### config.mk
export PLATFORM = sky130hd
export DESIGN_NAME = serial_pattern_tx
export DESIGN_NICKNAME = d
export VERILOG_FILES = /design/src/rtl/serial_pattern_tx.sv
export SDC_FILE = /design/constraint.sdc
export NUM_CORES = 1
export LEC_CHECK = 0
export CAP_MARGIN = 20
export CORE_AREA = 4 4 49 51
export CTS_CLUSTER_SIZE = 12
export DETAILED_ROUTE_END_ITERATION = 8
export DIE_AREA = 0 0 53 55
export PLACE_DENSITY_LB_ADDON = 0.1
export SYNTH_ARGS = -nofsm -noshare
export SYNTH_HDL_FRONTEND = slang
export SYNTH_SLANG_ARGS = --single-unit
export TNS_END_PERCENT = 5
### constraint.sdc
create_clock -name clk -period 3 [get_ports clk]
set_input_delay 0.6 -clock clk [delete_from_list [all_inputs] [get_ports clk]]
set_output_delay 0.6 -clock clk [all_outputs]
set_load 0.02 [all_outputs]
### src/rtl/serial_pattern_tx.sv
// Serial pattern transmitter: parallel word in over valid/ready, one bit per clock on x.
// Optional 0,1,1 frame preamble compiled in with `define PREAMBLE_EN.
module serial_pattern_tx #(
    parameter int unsigned WIDTH     = 8,
    parameter bit          MSB_FIRST = 1'b1,
    parameter int unsigned GAP       = 1
) (
    input  logic             clk,
    input  logic             rst_n,
    input  logic [WIDTH-1:0] data_in,
    input  logic             valid,
    output logic             ready,
    output logic             x,
    output logic             busy,
    output logic             done
);

    localparam int unsigned CW = $clog2(WIDTH);
    localparam logic [CW-1:0] LAST = CW'(WIDTH - 1);

    // One-hot so any illegal pattern falls into the default arm.
    typedef enum logic [3:0] {
        S_IDLE = 4'b0001,
`ifdef PREAMBLE_EN
        S_PRE  = 4'b0010,
`endif
        S_DATA = 4'b0100,
        S_GAP  = 4'b1000
    } state_e;

`ifdef PREAMBLE_EN
    localparam state_e START = S_PRE;
`else
    localparam state_e START = S_DATA;
`endif
    localparam state_e AFTER_DATA = (GAP > 0) ? S_GAP : S_IDLE;

    state_e           state_q, state_d;
    logic [WIDTH-1:0] sh_q, sh_d;
    logic [CW-1:0]    cnt_q, cnt_d;
    logic             x_q, x_d;
    logic             busy_q, busy_d;
    logic             done_q, done_d;
    logic             gap_last;
`ifdef PREAMBLE_EN
    logic [1:0]       pre_q, pre_d;
`endif

    assign ready = (state_q == S_IDLE);
    assign x     = x_q;
    assign busy  = busy_q;
    assign done  = done_q;

    // State register.
    always_ff @(posedge clk or negedge rst_n) begin
        if (!rst_n) state_q <= S_IDLE;
        else        state_q <= state_d;
    end

    // Next-state logic; unknown encodings return to IDLE.
    always_comb begin
        state_d = S_IDLE;
        case (state_q)
            S_IDLE:  state_d = valid ? START : S_IDLE;
`ifdef PREAMBLE_EN
            S_PRE:   state_d = (pre_q == 2'd0) ? S_DATA : S_PRE;
`endif
            S_DATA:  state_d = (cnt_q != '0) ? S_DATA : AFTER_DATA;
            S_GAP:   state_d = gap_last ? S_IDLE : S_GAP;
            default: state_d = S_IDLE;
        endcase
    end

    // Shift register and bit counter: load on accept, advance in DATA.
    always_comb begin
        sh_d  = sh_q;
        cnt_d = cnt_q;
        if (state_q == S_IDLE) begin
            cnt_d = LAST;
            if (valid) sh_d = data_in;
        end else if (state_q == S_DATA) begin
            sh_d = MSB_FIRST ? {sh_q[WIDTH-2:0], 1'b1}
                             : {1'b1, sh_q[WIDTH-1:1]};
            if (cnt_q != '0) cnt_d = cnt_q - CW'(1);
        end
    end

`ifdef PREAMBLE_EN
    // Preamble counter runs 2,1,0; the first preamble cycle drives 0.
    always_comb begin
        pre_d = pre_q;
        if (state_q == S_IDLE)                   pre_d = 2'd2;
        else if (state_q == S_PRE && pre_q != 0) pre_d = pre_q - 2'd1;
    end
`endif

    // Registered outputs are decoded from the state being entered.
    always_comb begin
        x_d    = 1'b1;
        done_d = 1'b0;
        busy_d = (state_d != S_IDLE);
        case (state_d)
            S_DATA: begin
                x_d    = MSB_FIRST ? sh_d[WIDTH-1] : sh_d[0];
                done_d = (cnt_d == '0);
            end
`ifdef PREAMBLE_EN
            S_PRE:   x_d = (pre_d != 2'd2);
`endif
            default: x_d = 1'b1;
        endcase
    end

    // Datapath and output registers.
    always_ff @(posedge clk or negedge rst_n) begin
        if (!rst_n) begin
            sh_q   <= '0;
            cnt_q  <= '0;
            x_q    <= 1'b1;
            busy_q <= 1'b0;
            done_q <= 1'b0;
`ifdef PREAMBLE_EN
            pre_q  <= 2'd0;
`endif
        end else begin
            sh_q   <= sh_d;
            cnt_q  <= cnt_d;
            x_q    <= x_d;
            busy_q <= busy_d;
            done_q <= done_d;
`ifdef PREAMBLE_EN
            pre_q  <= pre_d;
`endif
        end
    end

    generate
        if (GAP > 0) begin : g_gap
            localparam int unsigned GW = $clog2(GAP + 1);
            logic [GW-1:0] gcnt_q;
            // Gap counter: preloaded outside GAP, counts down inside it.
            always_ff @(posedge clk or negedge rst_n) begin
                if (!rst_n)                gcnt_q <= '0;
                else if (state_q != S_GAP) gcnt_q <= GW'(GAP - 1);
                else if (gcnt_q != '0)     gcnt_q <= gcnt_q - GW'(1);
            end
            assign gap_last = (gcnt_q == '0);
        end else begin : g_nogap
            assign gap_last = 1'b1;
        end
    endgenerate

endmodule

==> results.py <==
metrics = {
    "logic_synthesis": {
        "synth_cell_types": 30,
        "syn_avg_cell_area_um2": 10.7,
        "ys_seq_elements": 17,
        "yosysWarnings": 0,
        "yosysSeqAreaShare_pct": 50.0,
        "synth_fp_nets": 94,
        "synth_area_um2": 856,
        "syn_inst": 80,
    },
    "cells_and_area": {
        "final_common_cell": "dfrtp_1",
        "fin_nets": 108,
        "layout_common_cells": "15 x dfrtp_1, 14 x clkdlybuf4s50_1, 12 x nand2_1",
        "layout-drive-gt1-share_pct": 15.1,
        "final_cells": 120,
        "fillers": 192,
        "syn_to_final_growth_pct": 19.0,
        "antenna_cells": 0,
    },
    "timing": {
        "setup_viol": 0,
        "finalHoldViolCount": 0,
        "finClkSkew_ns": 0.00461,
        "finalCritPeriodShare_pct": 81.4,
        "slew_viol_final": 0,
        "tightest_slew_ns": 0.760,
        "slew_headroom_pct": 49.2,
        "rsz0062_at_grt": "false",
        "fmax_mhz": 410,
        "period_needed_ns": 2.44,
        "setup_tns_ns": 0,
    },
    "clocking": {
        "hold_buffers": 0,
        "cts_buffers": 3,
        "clock-sinks": 17,
        "cts_root_buf": "clkbuf_4",
        "cts-htree-levels": 1,
        "clock_path_buffers": 2,
        "clk_pin_slew_ns": 0.10,
        "cts_tree": "done",
        "post-cts-setup-buffers": 0,
        "cts_resized": 0,
        "clk_latency_ns": 0.29,
    },
    "critical_path": {
        "worstPathCellList": "nor3b_2 > clkdlybuf4s50_1",
        "cpPeakStageDelay_ns": 0.66,
        "worstSetupEndpointType": "output pin",
        "crit_path_start_kind": "register",
        "ff2ff_path_depth": 7,
        "path_class": "register to output pin",
        "arrival_ns": 1.84,
        "crit_end": "ready",
        "slowest_stage": "clkdlybuf4s50_1",
        "cp_max_fo": 9,
        "r2r_end": "done",
        "reg2reg_setup_slack_ns": 1.20,
        "critPathLaunch": "state_q[0]",
        "timing.rr.start": "cnt_q[0]",
        "required_ns": 2.40,
    },
    "drt": {
        "wl_met1_um": 650,
        "top_layer_used": "met4",
        "vias_per_cell": 4.72,
        "postRouteWirelength_mm": 1.44,
        "met3_length_um": 46,
        "route.met2.wl_um": 729,
        "drtAntennaViolNets": 0,
        "drt_iter0_drc": 5,
        "vias": 566,
        "drc": 0,
        "routedWlPerCell_um": 12.0,
        "drtPass1Iterations": 2,
    },
    "global_route": {
        "globalRouteTotalUtil_pct": 12.0,
        "grt_start_max_net_pins": 18,
        "antenna_found_initial": 0,
        "grt_pass1_vias": 547,
        "grt.overflow.total": 0,
        "grt_first_pass_wirelength_mm": 2.43,
    },
    "floorplan": {
        "die_x_um": 53,
        "die_h_um": 55,
        "start_util_pct": 44.1,
        "ios": 15,
        "num_rows": 16,
        "core-area_um2": 1940,
        "die_area_um2": 2920,
    },
    "power": {
        "ir_worst_vdd_v": 0.000390,
        "power_leakage_nw": 0.472,
        "p_per_area_nw_per_um2": 831,
    },
    "place": {
        "portBuffers": 14,
        "dp_cells": 116,
        "gp_congestion": 0.814,
        "dp_hpwl_mm": 1.09,
    },
    "job": {
        "maxCapViolations": 0,
    },
    "status": {
        "status": "complete, no violations",
    },
    "min_path": {
        "hold_path.class": "register to register",
    },
}
## Yosys cell counts
master     number  share of area, %
buf_4           3               2.6
inv_1           4               1.8
nor3_1          1              0.58
buf_2           1              0.58
nor4b_2         1               1.8
o22ai_1         1              0.73
a22oi_2         1               1.5
a211o_1         1               1.0
nor3b_2         2               2.9
nand3b_1        1              0.88
o21ai_0         1              0.58
nor2_4          1               1.3
dfrtp_1        15                44
dfstp_2         2               6.1
and2_1          1              0.73
and4bb_1        1               1.5
nor2b_1         1              0.73
nand2_1        12               5.3
nand2b_1        5               3.7
mux2i_1         2               2.3
or4_1           1              0.88
a21oi_2         1               1.0
inv_2           2              0.88
a21oi_1         5               2.9
nor2_1          2              0.88
a2bb2oi_1       1               1.0
buf_6           1               1.3
ha_1            3               4.4
a22o_1          1               1.0
a22oi_1         6               5.3
## through the flow
stage | util, % | hold WS, ns | setup slack (ns) | instance area (um2) | power (W)
2_1_floorplan | - | 0.304 | 1.30 | 856 | 0.000649
3_3_place_gp | 51.0 | 0.465 | 0.866 | 991 | 0.000733
3_5_place_dp | 51.0 | 0.463 | 0.861 | 991 | 0.000737
4_1_cts | 52.4 | 0.489 | 0.533 | 1020 | 0.000862
5_1_grt | 52.4 | 0.515 | 0.480 | 1020 | 0.000920
6_report | 52.4 | 0.484 | 0.559 | 1020 | 0.000846
## report_power, final
part           switching (W)  internal (W)  total [W]
combinational       0.000175      0.000164   0.000339
clock              0.0000718     0.0000495   0.000121
sequential         0.0000633      0.000323   0.000386
total               0.000310      0.000536   0.000846
## worst min path at each step
stage	startpoint	to	slack, ns	cells past startpoint
after floorplan	rst_n	busy	0.30	0
after global routing	sh_q[4]	sh_q[4]	0.52	2
after CTS	sh_q[3]	sh_q[3]	0.49	2
after global placement	sh_q[2]	sh_q[2]	0.47	2
after detailed placement	sh_q[3]	sh_q[3]	0.46	2
final	sh_q[3]	sh_q[3]	0.48	2
## cell families (layout without fill, tap and decap cells)
group	Yosys count	after routing	synth area share, %
compound gates	18	18	15.1
buf+inv	11	24	7.16
simple gates	29	29	21.1
flops	17	17	50.0
fa+ha+maj	3	3	4.39
mux	2	2	2.34
## layer usage
metal,up-vias,global-route usage (%)
met2,6,20.2
met5,-,0
met3,2,3.22
li1,300,-
met1,258,14.0
met4,0,6.38
## critical path, delay by kind of cell, from the launching register on
family	cells	cell delay, ns
and+or+nand+nor	1	0.29
DFF	1	0.61
buffers and inverters	1	0.66
## registers in the layout, summed over array words and instances (netlist names)
register	flops
busy	1
cnt_q	3
done	1
sh_q	8
state_q	3
x	1
## final cells by class
cell class	instances	area, um2	area share [%]
well taps	27	33.8	3.32
clock buffers	3	22.5	2.21
repair buffers	14	140	13.8
clock inverters	1	5.00	0.491
multi-input cells	52	367	36.0
flip-flops and latches	17	428	42.0
inverters	6	22.5	2.21
Power figures use the tool's default switching activity.
